**config.mk**
```make
export PLATFORM = sky130hd
export DESIGN_NAME = fifo_wptr_full
export DESIGN_NICKNAME = d
export VERILOG_FILES = /design/src/rtl/fifo_pkg.sv /design/src/rtl/fifo_sync_2ff.sv /design/src/rtl/fifo_wptr_full.sv
export SDC_FILE = /design/constraint.sdc
export NUM_CORES = 1
export LEC_CHECK = 0
export ABC_AREA = 1
export CORE_MARGIN = 4
export CORE_UTILIZATION = 50
export CTS_CLUSTER_SIZE = 40
export DETAILED_ROUTE_END_ITERATION = 10
export PLACE_DENSITY = 0.82
export RECOVER_POWER = 50
export SYNTH_ARGS = -nofsm -noshare
export SYNTH_HDL_FRONTEND = slang
export SYNTH_SLANG_ARGS = --single-unit
```
**constraint.sdc**
```tcl
create_clock -name i_wr_clk -period 3.37 [get_ports i_wr_clk]
set_input_delay 0.674 -clock i_wr_clk [delete_from_list [all_inputs] [get_ports i_wr_clk]]
set_output_delay 0.674 -clock i_wr_clk [all_outputs]
set_load 0.005 [all_outputs]
```
**src/rtl/fifo_pkg.sv**
```systemverilog
// Shared async-FIFO package: default address width and Gray/binary helpers.
// Helpers work on zero-extended values of any width up to GRAY_MAXW bits.
package fifo_pkg;

  localparam int FIFO_ADDRSIZE = 4;
  localparam int GRAY_MAXW     = 16;

  function automatic logic [GRAY_MAXW-1:0] bin2gray(input logic [GRAY_MAXW-1:0] bin);
    return bin ^ (bin >> 1);
  endfunction

  // Each binary bit is the XOR of its Gray bit and every Gray bit above it.
  function automatic logic [GRAY_MAXW-1:0] gray2bin(input logic [GRAY_MAXW-1:0] gray);
    logic [GRAY_MAXW-1:0] bin;
    bin[GRAY_MAXW-1] = gray[GRAY_MAXW-1];
    for (int i = GRAY_MAXW - 2; i >= 0; i--) begin
      bin[i] = gray[i] ^ bin[i+1];
    end
    return bin;
  endfunction

endpackage

```
**src/rtl/fifo_sync_2ff.sv**
```systemverilog
// Two-flop synchronizer of parameterized width, reset to zero.
// Shared by the write-side and read-side pointer blocks.
module fifo_sync_2ff #(
  parameter int WIDTH = 1
) (
  input  logic             clk_i,
  input  logic             rst_ni,
  input  logic [WIDTH-1:0] d_i,
  output logic [WIDTH-1:0] q_o
);

  logic [WIDTH-1:0] stage1_q;
  logic [WIDTH-1:0] stage2_q;

  always_ff @(posedge clk_i or negedge rst_ni) begin
    if (!rst_ni) begin
      stage1_q <= '0;
      stage2_q <= '0;
    end else begin
      stage1_q <= d_i;
      stage2_q <= stage1_q;
    end
  end

  assign q_o = stage2_q;

endmodule

```
**src/rtl/fifo_wptr_full.sv**
```systemverilog
// Write-domain pointer, full, fill-count, almost-full and sticky overflow for the async FIFO.
// Define FIFO_WPTR_RPTR_SYNC_EN to synchronize i_rq2_rptr internally (two extra flops).
module fifo_wptr_full
  import fifo_pkg::*;
#(
  parameter int ADDRSIZE     = FIFO_ADDRSIZE,
  parameter int AFULL_THRESH = 12
) (
  input  logic                i_wr_clk,
  input  logic                i_wr_rst_n,
  input  logic                i_wr_en,
  input  logic [ADDRSIZE:0]   i_rq2_rptr,
  input  logic                i_ovf_clr,
  output logic [ADDRSIZE-1:0] o_wr_addr,
  output logic [ADDRSIZE:0]   o_wr_ptr,
  output logic                o_full,
  output logic                o_almost_full,
  output logic [ADDRSIZE:0]   o_wr_count,
  output logic                o_overflow
);

  localparam int PTRW = ADDRSIZE + 1;
  localparam logic [PTRW-1:0] THRESH_W = PTRW'(AFULL_THRESH);

  logic [PTRW-1:0]     rptrSync;
  logic [PTRW-1:0]     rptrBin;
  logic [PTRW-1:0]     fullCmp;
  logic                wrInc;

  logic [PTRW-1:0]     wbin_q, wbin_d;
  logic [PTRW-1:0]     wgray_q, wgray_d;
  logic [ADDRSIZE-1:0] addr_q, addr_d;
  logic [PTRW-1:0]     count_q, count_d;
  logic                full_q, full_d;
  logic                almostFull_q, almostFull_d;
  logic                overflow_q, overflow_d;

`ifdef FIFO_WPTR_RPTR_SYNC_EN
  fifo_sync_2ff #(
    .WIDTH (PTRW)
  ) u_rptr_sync (
    .clk_i  (i_wr_clk),
    .rst_ni (i_wr_rst_n),
    .d_i    (i_rq2_rptr),
    .q_o    (rptrSync)
  );
`else
  assign rptrSync = i_rq2_rptr;
`endif

  // Full when the next write pointer equals the read pointer with its top two Gray bits inverted,
  // i.e. the binary pointers differ by exactly the depth.
  always_comb begin
    wrInc        = i_wr_en & ~full_q;
    wbin_d       = wbin_q + {{ADDRSIZE{1'b0}}, wrInc};
    wgray_d      = PTRW'(bin2gray(GRAY_MAXW'(wbin_d)));
    addr_d       = wbin_d[ADDRSIZE-1:0];
    rptrBin      = PTRW'(gray2bin(GRAY_MAXW'(rptrSync)));
    fullCmp      = {~rptrSync[ADDRSIZE:ADDRSIZE-1], rptrSync[ADDRSIZE-2:0]};
    full_d       = (wgray_d == fullCmp);
    count_d      = wbin_d - rptrBin;
    almostFull_d = (count_d >= THRESH_W);
    overflow_d   = (i_wr_en & full_q) | (overflow_q & ~i_ovf_clr);
  end

  always_ff @(posedge i_wr_clk or negedge i_wr_rst_n) begin
    if (!i_wr_rst_n) begin
      wbin_q       <= '0;
      wgray_q      <= '0;
      addr_q       <= '0;
      count_q      <= '0;
      full_q       <= 1'b0;
      almostFull_q <= 1'b0;
      overflow_q   <= 1'b0;
    end else begin
      wbin_q       <= wbin_d;
      wgray_q      <= wgray_d;
      addr_q       <= addr_d;
      count_q      <= count_d;
      full_q       <= full_d;
      almostFull_q <= almostFull_d;
      overflow_q   <= overflow_d;
    end
  end

  assign o_wr_addr     = addr_q;
  assign o_wr_ptr      = wgray_q;
  assign o_full        = full_q;
  assign o_almost_full = almostFull_q;
  assign o_wr_count    = count_q;
  assign o_overflow    = overflow_q;

endmodule

```
==> Yosys cells after proc, flatten, opt, wreduce, memory -nomap -nowiden <==
Cells that the tools add are included.
{ "totals": {"ff_bits": 22, "latchBits": 0, "ram_bits": 0, "rom_bits": 0, "inputBits": 9, "mem_count": 0} }
{ "op_classes": {"n_addsub": 2, "mul": 0, "n_div": 0, "magnitude_cmp": 1, "n_eq_ne": 1, "n_shift": 0, "mux": 0, "bitwise_logic": 12, "n_reduce_logical": 0} }
{ "op_table": {"columns": ["op", "n"], "rows": [
  ["$add A5 B1 Y5", 1],
  ["$eq A5 B5 Y1", 1],
  ["$ge A5 B4 Y1 const B", 1],
  ["$sub A5 B5 Y5", 1],
  ["$xor A5 B4 Y5", 1],
  ["$xor A1 B1 Y1", 4],
  ["$and A1 B1 Y1", 3],
  ["$not A1 Y1", 2],
  ["$not A2 Y2", 1],
  ["$or A1 B1 Y1", 1]
]} }

==> Logic depth before layout (Yosys ltp) <==
Gate-level depths: netlist (run 1).
{ "depth": {"depth_word": 6, "depth_mapped": 15, "mapped_depth_nobuf": 15} }

==> Worst setup path after synthesis (run 1) <==
Ideal clock, no wire load.
{ "synth_timing": {"path_kind": "input port to flip-flop", "start": "input i_rq2_rptr[3]", "end": "register almostFull_q, in the netlist o_almost_full", "setup_time_ps": 69, "t_arrival_ps": 2253, "path_slack_ps": 1048, "stages": 14, "cell_sequence": "inv_1 nand2_1 nand3_1 nand2_2 xor2_2 xor2_1 inv_1 ha_1 inv_1 fa_1 nand3b_1 nand2_1 nand3_1 nand3_1"} }
{ "synth_between": {"elab_chain_len": 6} }
{ "synth_lines": {"columns": ["element", "line", "text"], "rows": [
  ["start: declaration", "fifo_wptr_full.sv:12", "input logic [ADDRSIZE:0] i_rq2_rptr,"],
  ["$xor A1 B1 Y1 (*) (2 in a row)", "fifo_pkg.sv:17", "bin[i] = gray[i] ^ bin[i+1];"],
  ["$xor A1 B1 Y1 (2 in a row)", "fifo_pkg.sv:17", null],
  ["$sub A5 B5 Y5 (*)", "fifo_wptr_full.sv:61", "count_d = wbin_d - rptrBin;"],
  ["via count_d[2]", "fifo_wptr_full.sv:33", "logic [PTRW-1:0] count_q, count_d;"],
  ["$ge A5 B4 Y1 (*)", "fifo_wptr_full.sv:62", "almostFull_d = (count_d >= THRESH_W);"],
  ["via almostFull_d", "fifo_wptr_full.sv:35", "logic almostFull_q, almostFull_d;"],
  ["end signal: assignment", "fifo_wptr_full.sv:81", "almostFull_q <= almostFull_d;"],
  ["end: declaration", "fifo_wptr_full.sv:35", null]
]} }
The timed path passes the listed nets; every way through them passes the cells marked *.

==> Final worst setup path (run 1) <==
{ "layout_timing": {"start": "input i_rq2_rptr[4]", "end": "register almostFull_q, in the netlist o_almost_full"} }
The elaborated chain is that of the path after synthesis.

==> impl_metrics.prom, run 1 <==
# TYPE chip_impl_metric gauge
chip_impl_metric{name="timing.slew.headroom",unit=""} 0.5150
chip_impl_metric{name="design.die.area",unit="µm²"} 2720
chip_impl_metric{name="pre_cts_ws",unit="ns"} 0.2689
chip_impl_metric{name="worst-path-buf-inv",unit=""} 4
chip_impl_metric{name="wl_met2",unit="µm"} 773
chip_impl_metric{name="report.final.hold_viol_count",unit=""} 0
chip_impl_info{name="crit_family",value="buffers and inverters"} 1
chip_impl_metric{name="min_period_over_period",unit=""} 0.8286
chip_impl_info{name="synth_area_leaders",value="dfrtp_1 (44%), nand2_1 (10%), ha_1 (7.7%), inv_1 (6.5%), xor2_1 (4.5%)"} 1
chip_impl_metric{name="synth_edf_count",unit=""} 0
chip_impl_metric{name="cp_max_fo",unit=""} 4
chip_impl_metric{name="vdd_drop_max",unit="V"} 0.0005718
chip_impl_metric{name="drive_above_1_share",unit=""} 0.09848
chip_impl_metric{name="routed_wirelength",unit="µm"} 1580
chip_impl_info{name="tritoncts",value="done"} 1
chip_impl_info{name="unrepaired_setup_endpoints_after_global_routing",value="false"} 1
chip_impl_metric{name="cap_violations",unit=""} 0
chip_impl_metric{name="wl_met3",unit="µm"} 74
chip_impl_metric{name="final_net_count",unit=""} 149
chip_impl_metric{name="worst_ep_arrival_time",unit="ns"} 3.01
chip_impl_metric{name="dr_total_vias",unit=""} 705
chip_impl_info{name="slowest_stage",value="clkdlybuf4s50_1"} 1
chip_impl_metric{name="initial_utilization",unit=""} 0.5467
chip_impl_metric{name="areaGrowthSynthToFinish",unit="%"} 31.58
chip_impl_metric{name="grt_first_pass_wirelength",unit="µm"} 2898
chip_impl_metric{name="num_rows",unit=""} 15
chip_impl_metric{name="post_cts_resized",unit=""} 0
chip_impl_metric{name="yosysWarningCount",unit=""} 0
chip_impl_metric{name="postCtsHoldBufs",unit=""} 0
chip_impl_metric{name="synthesized_net_count",unit=""} 119
chip_impl_metric{name="fill_cells",unit=""} 128
chip_impl_metric{name="numPlacedInstances",unit=""} 153
chip_impl_metric{name="synth.lib_cells_used.distinct",unit=""} 20
chip_impl_metric{name="core_area",unit="µm²"} 1783
chip_impl_info{name="highest_layer",value="met3"} 1
chip_impl_metric{name="fp.dieH",unit="µm"} 52.15
chip_impl_info{name="cp-end-kind",value="flip-flop"} 1
chip_impl_metric{name="worst-endpoint-required",unit="ns"} 3.59
chip_impl_metric{name="clk_pin_slew_worst_paths",unit="ns"} 0.10
chip_impl_metric{name="synth_sequential_area_ratio",unit=""} 0.4365
chip_impl_metric{name="route.detailed.wl_per_inst",unit="µm"} 10.06
chip_impl_info{name="timing.critical_path.cells",value="clkdlybuf4s50_1, inv_1, nand2_1, nand3_1, nand2_2, xor2_2, xor2_1, inv_1, ha_1, inv_1, fa_1, nand3b_1, nand2_1, nand3_1, nand3_1"} 1
chip_impl_metric{name="vias_in_the_first_global_route",unit=""} 681
chip_impl_metric{name="max-clock-path-buffers",unit=""} 2
chip_impl_metric{name="route.detailed.vias_per_inst",unit=""} 4.490
chip_impl_metric{name="detailedRoute.firstPassIterationCount",unit=""} 4
chip_impl_info{name="worst_hold_path_type",value="flip-flop to flip-flop"} 1
chip_impl_metric{name="synth_top_area_frac",unit=""} 0.4365
chip_impl_metric{name="post-cts-setup-buffers",unit=""} 0
chip_impl_info{name="netlist.top_cell.by_area",value="dfrtp_1"} 1
chip_impl_metric{name="final_critical_path_setup_slack",unit="ns"} 0.5776
chip_impl_metric{name="totalNegativeSetupSlack",unit="ns"} 0
chip_impl_metric{name="critPathMaxStageDelay",unit="ns"} 0.57
chip_impl_metric{name="htree_num_levels",unit=""} 1
chip_impl_metric{name="count_of_buffers_from_port_buffering",unit=""} 25
chip_impl_metric{name="antennaDiodeCount",unit=""} 0
chip_impl_metric{name="multiInputGateArea",unit="µm²"} 485.5
chip_impl_info{name="critical_path.startpoint_type",value="input pin"} 1
chip_impl_metric{name="dieWidth",unit="µm"} 52.15
chip_impl_metric{name="gp_routability_congestion",unit=""} 0.7849
chip_impl_info{name="post-synth-top-count-cell",value="nand2_1"} 1
chip_impl_metric{name="drcViolationCount",unit=""} 0
chip_impl_info{name="postSynth.topFlopCell",value="dfrtp_1"} 1
chip_impl_metric{name="cts-buffers-inserted",unit=""} 3
chip_impl_metric{name="post_synth.cell_area_avg",unit="µm²"} 9.463
chip_impl_info{name="worst-setup-path-type",value="input pin to flip-flop"} 1
chip_impl_metric{name="floorplan.io_pins",unit=""} 26
chip_impl_metric{name="total_power",unit="W"} 0.001300
chip_impl_info{name="status",value="finished clean"} 1
chip_impl_info{name="cts_root_buf",value="clkbuf_4"} 1
chip_impl_metric{name="globalRoute.totalOverflow",unit=""} 0
chip_impl_metric{name="global_route.usage.total",unit=""} 0.1432
chip_impl_metric{name="antenna_violations_before_repair",unit=""} 0
chip_impl_metric{name="setup_viol",unit=""} 0
chip_impl_metric{name="seqCellArea",unit="µm²"} 425.4
chip_impl_metric{name="static-leakage-power",unit="nW"} 0.6421
chip_impl_metric{name="maximum_number_of_pins_on_one_net_before_global_route_repair",unit=""} 18
chip_impl_metric{name="ys_seq_elements",unit=""} 17
chip_impl_metric{name="syn_area",unit="µm²"} 974.7
chip_impl_metric{name="finalClockSkew",unit="ns"} 0.005725
chip_impl_info{name="post_synth_most_frequent_cells",value="nand2_1 (27), dfrtp_1 (17), inv_1 (17)"} 1
chip_impl_metric{name="min_period",unit="ns"} 2.792
chip_impl_metric{name="routedLengthMet1",unit="µm"} 732
chip_impl_metric{name="netlist_instances",unit=""} 103
chip_impl_metric{name="drtAntennaViolNets",unit=""} 0
chip_impl_metric{name="postSynth.asyncResetShare",unit=""} 1.000
chip_impl_metric{name="slew_viol_final",unit=""} 0
chip_impl_metric{name="worst_slew_pin_tran",unit="ns"} 0.7252
chip_impl_metric{name="drtIter0Drc",unit=""} 6
chip_impl_metric{name="clock_sink_count",unit=""} 17
chip_impl_metric{name="finish.cell_count_without_fillers",unit=""} 157
chip_impl_metric{name="post-dp-hpwl",unit="µm"} 1304
chip_impl_metric{name="fmaxAchievable",unit="MHz"} 358.1
chip_impl_metric{name="pwr_density_cell",unit="nW/µm²"} 1014
chip_impl_metric{name="clk_lat_worst_skew",unit="ns"} 0.28
-- registers in the layout, summed over array words and instances (netlist names) --
| register | cells |
|---|---|
| o_almost_full | 1 |
| o_wr_count | 5 |
| o_overflow | 1 |
| o_full | 1 |
| wbin_q | 2 |
| o_wr_addr | 3 |
| o_wr_ptr | 4 |
-- path summary, 6_finish.rpt --
path	from	endpoint	slack, ns	depth (start not counted)
max	i_rq2_rptr[4]	o_almost_full$_DFF_PN0_	0.58	15
min	o_full$_DFF_PN0_	o_overflow$_DFF_PN0_	0.52	2
max reg2reg	o_full$_DFF_PN0_	o_almost_full$_DFF_PN0_	1.37	8
min reg2reg	o_full$_DFF_PN0_	o_overflow$_DFF_PN0_	0.52	2
max in group asynchronous	i_wr_rst_n	o_wr_count[2]$_DFF_PN0_	2.03	1
min in group asynchronous	i_wr_rst_n	o_wr_addr[0]$_DFF_PN0_	0.88	1
-- stage by stage --
stage | cell area (µm²) | hold slack (ns) | util
after floorplan | 974.7 | 0.3784 | -
after global placement | 1256 | 0.5022 | 0.7046
after detailed placement | 1256 | 0.5080 | 0.7046
after CTS | 1282 | 0.5300 | 0.7193
after global routing | 1282 | 0.5764 | 0.7193
final | 1282 | 0.5232 | 0.7193
-- layer usage --
| metal | up-vias | global-route usage |
|---|---|---|
| met1 | 313 | 0.1838 |
| met3 | 0 | 0.02006 |
| met4 | 0 | 0.07660 |
| met2 | 17 | 0.2322 |
| met5 | - | 0 |
| li1 | 375 | - |
-- cells in the final DEF, fill, tap and decap left out, types with 2 or more instances in the layout --
| cell | n |
|---|---|
| dfrtp_1 | 17 |
| nor2_1 | 2 |
| ha_1 | 6 |
| nand2_2 | 4 |
| xor2_2 | 2 |
| nand3_1 | 8 |
| clkbuf_4 | 3 |
| clkdlybuf4s50_1 | 18 |
| xor2_1 | 5 |
| nand3b_1 | 2 |
| nand4_1 | 2 |
| xnor2_1 | 3 |
| nand2_1 | 27 |
| inv_1 | 17 |
| dlygate4sd3_1 | 7 |
-- tightest hold or removal path, stage by stage, from the launching register on --
cell	delay, ns
dfrtp_1	0.37
nand2_1	0.05
o21ai_0	0.07
-- kinds of logic after synthesis --
| kind of cell | after synthesis | share of synthesized area |
|---|---|---|
| xor gates and xnor gates | 12 | 0.1579 |
| and+or+nand+nor | 48 | 0.2298 |
| adders and majority gates | 7 | 0.09756 |
| buffers and inverters | 17 | 0.06547 |
| DFF | 17 | 0.4365 |
| AOI/OAI and AO/OA | 2 | 0.01283 |
-- power by group --
part / switching, W / internal, W / total [W] / leakage [nW]
Clock: 0.0000603 / 0.0000459 / 0.000106 / 0.0150
Combinational: 0.000393 / 0.000429 / 0.000822 / 0.424
Sequential: 0.0000555 / 0.000317 / 0.000372 / 0.203
Total: 0.000508 / 0.000792 / 0.00130 / 0.642
-- cell type report --
type | instances | share of cell area
clock buffer | 4 | 0.02049
inverter | 17 | 0.04976
multi-input combinational | 69 | 0.3785
sequential | 17 | 0.3317
tap | 25 | 0.02439
timing repair buffer | 25 | 0.1951
Note: power is estimated with default switching activity, not from simulation.
==> inputs of run 2 (changes only) <==
Settings changed: CORE_UTILIZATION 50 to 47, PLACE_DENSITY 0.82 to 0.78.
Clock period 3.37 ns to 2.6 ns, I/O delays scaled along.
==> run 2 against run 1 <==
Against the previous run:
- power increased by 36%
- count of clock-buffer cells in the layout decreased by 1
- final cell count increased by 7.0%
- worst hold slack improved by 0.017 ns
- combinational power increased by 40%
- setup slack got worse by 0.34 ns
- register-to-register slack got worse by 0.74 ns
- clock skew increased by 0.0065 ns
- die area increased by 5.4%
- first-iteration DRC count increased by 100%
- sequential power increased by 30%
- critical path depth decreased by 4
- largest cell class unchanged
==> impl_metrics.prom, run 2 (synthesized netlist as in run 1, its figures left out) <==
# TYPE chip_impl_metric gauge
chip_impl_metric{name="areaGrowthSynthToFinish",unit="%"} 39.79
chip_impl_metric{name="multiInputGateArea",unit="µm²"} 493.0
chip_impl_metric{name="gp_routability_congestion",unit=""} 0.7754
chip_impl_metric{name="setup_viol",unit=""} 0
chip_impl_metric{name="report.final.hold_viol_count",unit=""} 0
chip_impl_metric{name="antennaDiodeCount",unit=""} 0
chip_impl_metric{name="pwr_density_cell",unit="nW/µm²"} 1300
chip_impl_metric{name="global_route.usage.total",unit=""} 0.1512
chip_impl_metric{name="maximum_number_of_pins_on_one_net_before_global_route_repair",unit=""} 18
chip_impl_metric{name="static-leakage-power",unit="nW"} 0.7034
chip_impl_metric{name="grt_first_pass_wirelength",unit="µm"} 3056
chip_impl_metric{name="totalNegativeSetupSlack",unit="ns"} 0
chip_impl_metric{name="num_rows",unit=""} 16
chip_impl_metric{name="vdd_drop_max",unit="V"} 0.0007321
chip_impl_metric{name="htree_num_levels",unit=""} 1
chip_impl_metric{name="min_delay_path_depth",unit=""} 2
chip_impl_metric{name="route.detailed.vias_per_inst",unit=""} 4.613
chip_impl_metric{name="design.die.area",unit="µm²"} 2867
chip_impl_info{name="most_common_library_cell_in_the_layout_ignoring_fill_and_taps",value="nand2_1"} 1
chip_impl_metric{name="worst-endpoint-required",unit="ns"} 2.78
chip_impl_metric{name="clk_lat_worst_skew",unit="ns"} 0.30
chip_impl_info{name="unrepaired_setup_endpoints_after_global_routing",value="false"} 1
chip_impl_info{name="tritoncts",value="done"} 1
chip_impl_metric{name="fill_cells",unit=""} 174
chip_impl_metric{name="final_net_count",unit=""} 158
chip_impl_metric{name="vias_in_the_first_global_route",unit=""} 738
chip_impl_metric{name="drtAntennaViolNets",unit=""} 0
chip_impl_metric{name="dieWidth",unit="µm"} 53.54
chip_impl_info{name="worst_hold_path_type",value="flip-flop to flip-flop"} 1
chip_impl_metric{name="floorplan.io_pins",unit=""} 26
chip_impl_metric{name="detailedRoute.firstPassIterationCount",unit=""} 4
chip_impl_metric{name="min_period_over_period",unit=""} 0.9080
chip_impl_metric{name="worst-r2r-cell-count",unit=""} 9
chip_impl_info{name="worst-setup-path-type",value="input pin to flip-flop"} 1
chip_impl_metric{name="antenna_violations_before_repair",unit=""} 0
chip_impl_metric{name="drtIter0Drc",unit=""} 12
chip_impl_metric{name="min_period",unit="ns"} 2.361
chip_impl_metric{name="route.detailed.wl_per_inst",unit="µm"} 11.15
chip_impl_metric{name="cts-buffers-inserted",unit=""} 3
chip_impl_metric{name="cp_max_fo",unit=""} 3
chip_impl_metric{name="total_power",unit="W"} 0.001772
chip_impl_metric{name="clk_pin_slew_worst_paths",unit="ns"} 0.09
chip_impl_metric{name="max-clock-path-buffers",unit=""} 2
chip_impl_metric{name="routed_wirelength",unit="µm"} 1874
chip_impl_metric{name="drive_above_1_share",unit=""} 0.1702
chip_impl_info{name="critical_path.startpoint_type",value="input pin"} 1
chip_impl_metric{name="postCtsHoldBufs",unit=""} 0
chip_impl_metric{name="worst_ep_arrival_time",unit="ns"} 2.54
chip_impl_metric{name="cap_violations",unit=""} 0
chip_impl_metric{name="seqCellArea",unit="µm²"} 425.4
chip_impl_metric{name="drcViolationCount",unit=""} 0
chip_impl_metric{name="finalClockSkew",unit="ns"} 0.01223
chip_impl_metric{name="largest_reg_flops",unit=""} 5
chip_impl_metric{name="globalRoute.totalOverflow",unit=""} 0
chip_impl_metric{name="clock_sink_count",unit=""} 17
chip_impl_info{name="status",value="finished clean"} 1
chip_impl_metric{name="post-dp-hpwl",unit="µm"} 1510
chip_impl_metric{name="fp.dieH",unit="µm"} 53.54
chip_impl_metric{name="worst_slew_pin_tran",unit="ns"} 0.7488
chip_impl_metric{name="slew_viol_final",unit=""} 0
chip_impl_info{name="cts_root_buf",value="clkbuf_4"} 1
chip_impl_metric{name="dr_total_vias",unit=""} 775
chip_impl_metric{name="fmaxAchievable",unit="MHz"} 423.6
chip_impl_metric{name="core_area",unit="µm²"} 1962
chip_impl_info{name="cp-end-kind",value="flip-flop"} 1
chip_impl_metric{name="count_of_buffers_from_port_buffering",unit=""} 25
chip_impl_info{name="mostFrequentLayoutCells",value="nand2_1 (27), inv_1 (17), dfrtp_1 (17)"} 1
chip_impl_metric{name="timing.slew.headroom",unit=""} 0.4992
chip_impl_metric{name="initial_utilization",unit=""} 0.4968
-- run 2: cell types whose count changed in the layout (fill, tap and decap cells not counted), sizes merged --
cell / before / now
dlygate4sd3: 7 / 8
clkinv: 0 / 1
dlymetal6s2s: 0 / 2
clkdlybuf4s50: 18 / 15
buf: 0 / 8
-- run 2: layout make-up --
| class | count | area share |
|---|---|---|
| Multi-Input combinational cell | 69 | 0.3618 |
| Sequential cell | 17 | 0.3122 |
| Timing Repair Buffer | 34 | 0.2342 |
| Inverter | 17 | 0.04683 |
| Tap cell | 27 | 0.02479 |
| Clock buffer | 3 | 0.01653 |
| Clock inverter | 1 | 0.003673 |
-- run 2: where the power goes --
group | internal [W] | switching (W) | total, W
Combinational | 0.000602 | 0.000546 | 0.00115
Clock | 0.0000573 | 0.0000836 | 0.000141
Sequential | 0.000410 | 0.0000720 | 0.000482
Total | 0.00107 | 0.000702 | 0.00177
-- run 2: final timing paths --
| check | slack (ns) | endpoint | start |
|---|---|---|---|
| setup / recovery | 0.24 | o_almost_full$_DFF_PN0_ | i_wr_en |
| hold / removal | 0.54 | o_overflow$_DFF_PN0_ | o_overflow$_DFF_PN0_ |
| setup reg to reg | 0.63 | o_almost_full$_DFF_PN0_ | o_full$_DFF_PN0_ |
| hold reg to reg | 0.54 | o_overflow$_DFF_PN0_ | o_overflow$_DFF_PN0_ |
| max in group asynchronous | 1.40 | o_wr_count[4]$_DFF_PN0_ | i_wr_rst_n |
| min in group asynchronous | 0.72 | o_wr_addr[0]$_DFF_PN0_ | i_wr_rst_n |
-- run 2: metal layers --
layer,wire length (µm),global-route usage,vias to the layer above
li1,-,-,390
met1,739,0.1661,361
met2,991,0.2673,20
met3,101,0.02216,4
met4,41,0.1021,0
met5,0,0,-
-- run 2: through the flow --
| stage | hold slack [ns] | std cells | utilization | cell area [µm²] | worst slack [ns] |
|---|---|---|---|---|---|
| 2_1_floorplan | 0.2244 | 103 | - | 974.7 | 0.4319 |
| 3_3_place_gp | 0.5004 | 162 | 0.6684 | 1311 | -0.1582 |
| 3_5_place_dp | 0.5214 | 162 | 0.6684 | 1311 | -0.2268 |
| 4_1_cts | 0.5483 | 166 | 0.6824 | 1339 | 0.08169 |
| 5_1_grt | 0.5774 | 168 | 0.6945 | 1363 | 0.1004 |
| 6_report | 0.5398 | 168 | 0.6945 | 1363 | 0.2391 |
-- run 2: timing repair --
| item | in CTS | in global routing |
|---|---|---|
| resized for setup | 0 | 4 |
| endpoints found under the setup margin | 0 | 2 |
| setup buffers | 0 | 2 |
-- run 2: critical path, cell delays in order --
cell and delay (ns):
dlygate4sd3_1 0.55, inv_1 0.06, nor2_1 0.05, ha_1 0.19, ha_1 0.35, ha_1 0.32
a21o_1 0.18, nand2_1 0.08, nand3b_1 0.09, nand3_1 0.09, nand3_1 0.07
==> inputs of run 3 (changes only) <==
Settings changed: GPL_TIMING_DRIVEN set to 0.
==> run 3 against run 2 <==
Against the previous run:
- power shrank 2.4%
- via count decreased by 4.9%
- setup slack got worse by 0.068 ns
- wire length increased by 1.3%
==> impl_metrics.prom, run 3 (synthesized netlist as in run 1, its figures left out) <==
# TYPE chip_impl_metric gauge
chip_impl_metric{name="route.detailed.wl_per_inst",unit="µm"} 11.80
chip_impl_info{name="tritoncts",value="done"} 1
chip_impl_metric{name="core_area",unit="µm²"} 1962
chip_impl_info{name="cts_root_buf",value="clkbuf_4"} 1
chip_impl_metric{name="worst_slew_pin_tran",unit="ns"} 0.7445
chip_impl_info{name="most_common_library_cell_in_the_layout_ignoring_fill_and_taps",value="nand2_1"} 1
chip_impl_metric{name="global_route.usage.total",unit=""} 0.1583
chip_impl_metric{name="areaGrowthSynthToFinish",unit="%"} 34.92
chip_impl_metric{name="finalClockSkew",unit="ns"} 0.003144
chip_impl_metric{name="final_net_count",unit=""} 151
chip_impl_metric{name="htree_num_levels",unit=""} 1
chip_impl_metric{name="final_util",unit=""} 0.6703
chip_impl_metric{name="min_period_over_period",unit=""} 0.9342
chip_impl_metric{name="dr_total_vias",unit=""} 737
chip_impl_info{name="critical_path.reg2reg.endpoint",value="o_almost_full$_DFF_PN0_"} 1
chip_impl_metric{name="cap_violations",unit=""} 0
chip_impl_metric{name="post-dp-hpwl",unit="µm"} 1544
chip_impl_info{name="worst-setup-path-type",value="input pin to flip-flop"} 1
chip_impl_metric{name="drtAntennaViolNets",unit=""} 0
chip_impl_metric{name="drive_above_1_share",unit=""} 0.1194
chip_impl_metric{name="clk_pin_slew_worst_paths",unit="ns"} 0.09
chip_impl_metric{name="worst-endpoint-required",unit="ns"} 2.82
chip_impl_metric{name="cp_max_fo",unit=""} 3
chip_impl_metric{name="placed_cell_area",unit="µm²"} 1259
chip_impl_info{name="critical_path.startpoint_type",value="input pin"} 1
chip_impl_metric{name="clk_lat_worst_skew",unit="ns"} 0.28
chip_impl_metric{name="antenna_violations_before_repair",unit=""} 0
chip_impl_metric{name="pwr_density_cell",unit="nW/µm²"} 1315
chip_impl_metric{name="numPlacedInstances",unit=""} 155
chip_impl_metric{name="gp_routability_congestion",unit=""} 0.7817
chip_impl_metric{name="vdd_drop_max",unit="V"} 0.0007152
chip_impl_info{name="worstSetupStartpoint",value="i_rq2_rptr[2]"} 1
chip_impl_metric{name="report.final.hold_viol_count",unit=""} 0
chip_impl_metric{name="setup_viol",unit=""} 0
chip_impl_metric{name="static-leakage-power",unit="nW"} 0.6618
chip_impl_info{name="worst_hold_path_type",value="flip-flop to flip-flop"} 1
chip_impl_metric{name="detailedRoute.firstPassIterationCount",unit=""} 4
chip_impl_info{name="unrepaired_setup_endpoints_after_global_routing",value="false"} 1
chip_impl_info{name="setup.worst_path.end",value="o_almost_full$_DFF_PN0_"} 1
chip_impl_metric{name="floorplan.io_pins",unit=""} 26
chip_impl_metric{name="cts-buffers-inserted",unit=""} 3
chip_impl_metric{name="fin_hold_ws",unit="ns"} 0.5361
chip_impl_metric{name="maximum_number_of_pins_on_one_net_before_global_route_repair",unit=""} 18
chip_impl_metric{name="dieWidth",unit="µm"} 53.54
chip_impl_metric{name="design.die.area",unit="µm²"} 2867
chip_impl_metric{name="timing.slew.headroom",unit=""} 0.5020
chip_impl_metric{name="fill_cells",unit=""} 179
chip_impl_metric{name="drtIter0Drc",unit=""} 7
chip_impl_metric{name="count_of_buffers_from_port_buffering",unit=""} 25
chip_impl_metric{name="finish.cell_count_without_fillers",unit=""} 161
chip_impl_metric{name="largest_reg_flops",unit=""} 5
chip_impl_metric{name="drcViolationCount",unit=""} 0
chip_impl_info{name="reg2reg_from",value="o_full$_DFF_PN0_"} 1
chip_impl_metric{name="rrSetupSlack",unit="ns"} 0.56
chip_impl_metric{name="globalRoute.totalOverflow",unit=""} 0
chip_impl_info{name="mostFrequentLayoutCells",value="nand2_1 (27), inv_1 (17), clkdlybuf4s50_1 (17), dfrtp_1 (17), nand3_1 (8)"} 1
chip_impl_metric{name="vias_in_the_first_global_route",unit=""} 775
chip_impl_info{name="cp-end-kind",value="flip-flop"} 1
chip_impl_metric{name="fmaxAchievable",unit="MHz"} 411.7
chip_impl_info{name="status",value="finished clean"} 1
chip_impl_metric{name="finish.instance_area",unit="µm²"} 1315
chip_impl_metric{name="routed_wirelength",unit="µm"} 1899
chip_impl_metric{name="worst-r2r-cell-count",unit=""} 9
chip_impl_metric{name="worst_ep_arrival_time",unit="ns"} 2.65
chip_impl_metric{name="totalNegativeSetupSlack",unit="ns"} 0
chip_impl_metric{name="route.detailed.vias_per_inst",unit=""} 4.578
chip_impl_metric{name="min_delay_path_depth",unit=""} 2
chip_impl_metric{name="max-clock-path-buffers",unit=""} 2
chip_impl_metric{name="clock_sink_count",unit=""} 17
chip_impl_metric{name="antennaDiodeCount",unit=""} 0
chip_impl_metric{name="initial_utilization",unit=""} 0.4968
chip_impl_metric{name="min_period",unit="ns"} 2.429
chip_impl_metric{name="slew_viol_final",unit=""} 0
chip_impl_metric{name="num_rows",unit=""} 16
chip_impl_metric{name="grt_first_pass_wirelength",unit="µm"} 3243
chip_impl_metric{name="fp.dieH",unit="µm"} 53.54
-- run 3: worst min path at each step --
| stage | from | end |
|---|---|---|
| 2_1_floorplan | i_wr_rst_n | o_almost_full$_DFF_PN0_ |
| 3_3_place_gp | o_full$_DFF_PN0_ | o_overflow$_DFF_PN0_ |
| 3_5_place_dp | o_full$_DFF_PN0_ | o_overflow$_DFF_PN0_ |
| 4_1_cts | o_full$_DFF_PN0_ | o_overflow$_DFF_PN0_ |
| 5_1_grt | o_full$_DFF_PN0_ | o_overflow$_DFF_PN0_ |
| 6_report | o_full$_DFF_PN0_ | o_overflow$_DFF_PN0_ |
-- run 3: area by class of cell --
cell class / instances / area [µm²] / area share
clock buffer: 4 / 26.28 / 0.01998
sequential: 17 / 425.4 / 0.3235
inverter: 17 / 63.81 / 0.04853
timing repair buffer: 27 / 266.5 / 0.2027
tap: 27 / 33.78 / 0.02569
multi-input combinational: 69 / 499.2 / 0.3796
-- run 3: layer usage --
layer	global-route usage	routed length (µm)	vias up
li1	-	-	377
met1	0.1735	734	342
met2	0.3061	1057	16
met3	0.01662	83	2
met4	0.06383	23	0
met5	0	0	-
-- run 3: through the flow --
step                worst slack [ns]  power (W)
CTS                          0.03876   0.001774
finish                        0.1710   0.001729
global placement             -0.2700   0.001563
global route                 0.01169   0.001902
detailed placement           -0.4381   0.001623
floorplan                     0.4319   0.001185
-- run 3: report_power, final --
group	switching, W	internal [W]	total (W)	leakage, nW
Sequential	0.0000734	0.000411	0.000484	0.203
Combinational	0.000538	0.000570	0.00111	0.444
Clock	0.0000769	0.0000595	0.000136	0.0150
Total	0.000689	0.00104	0.00173	0.662
-- run 3: timing repair --
action | CTS | global route
setup buffers | 2 | 0
endpoints found under the setup margin | 3 | 2
pin swaps | 1 | 1
hold buffers | 0 | 0
cloned | 0 | 0
gates resized for setup | 3 | 1
-- run 3: critical path, cell delays in order --
cell and delay, ns:
clkdlybuf4s50_1 0.48, inv_1 0.06, nand3_1 0.11, nand2_2 0.11, xor2_4 0.17, xor2_1 0.15
inv_1 0.07, ha_1 0.15, inv_1 0.08, fa_2 0.36, nand3b_1 0.17, nand2_1 0.09
nand3_1 0.07, nand3_1 0.07
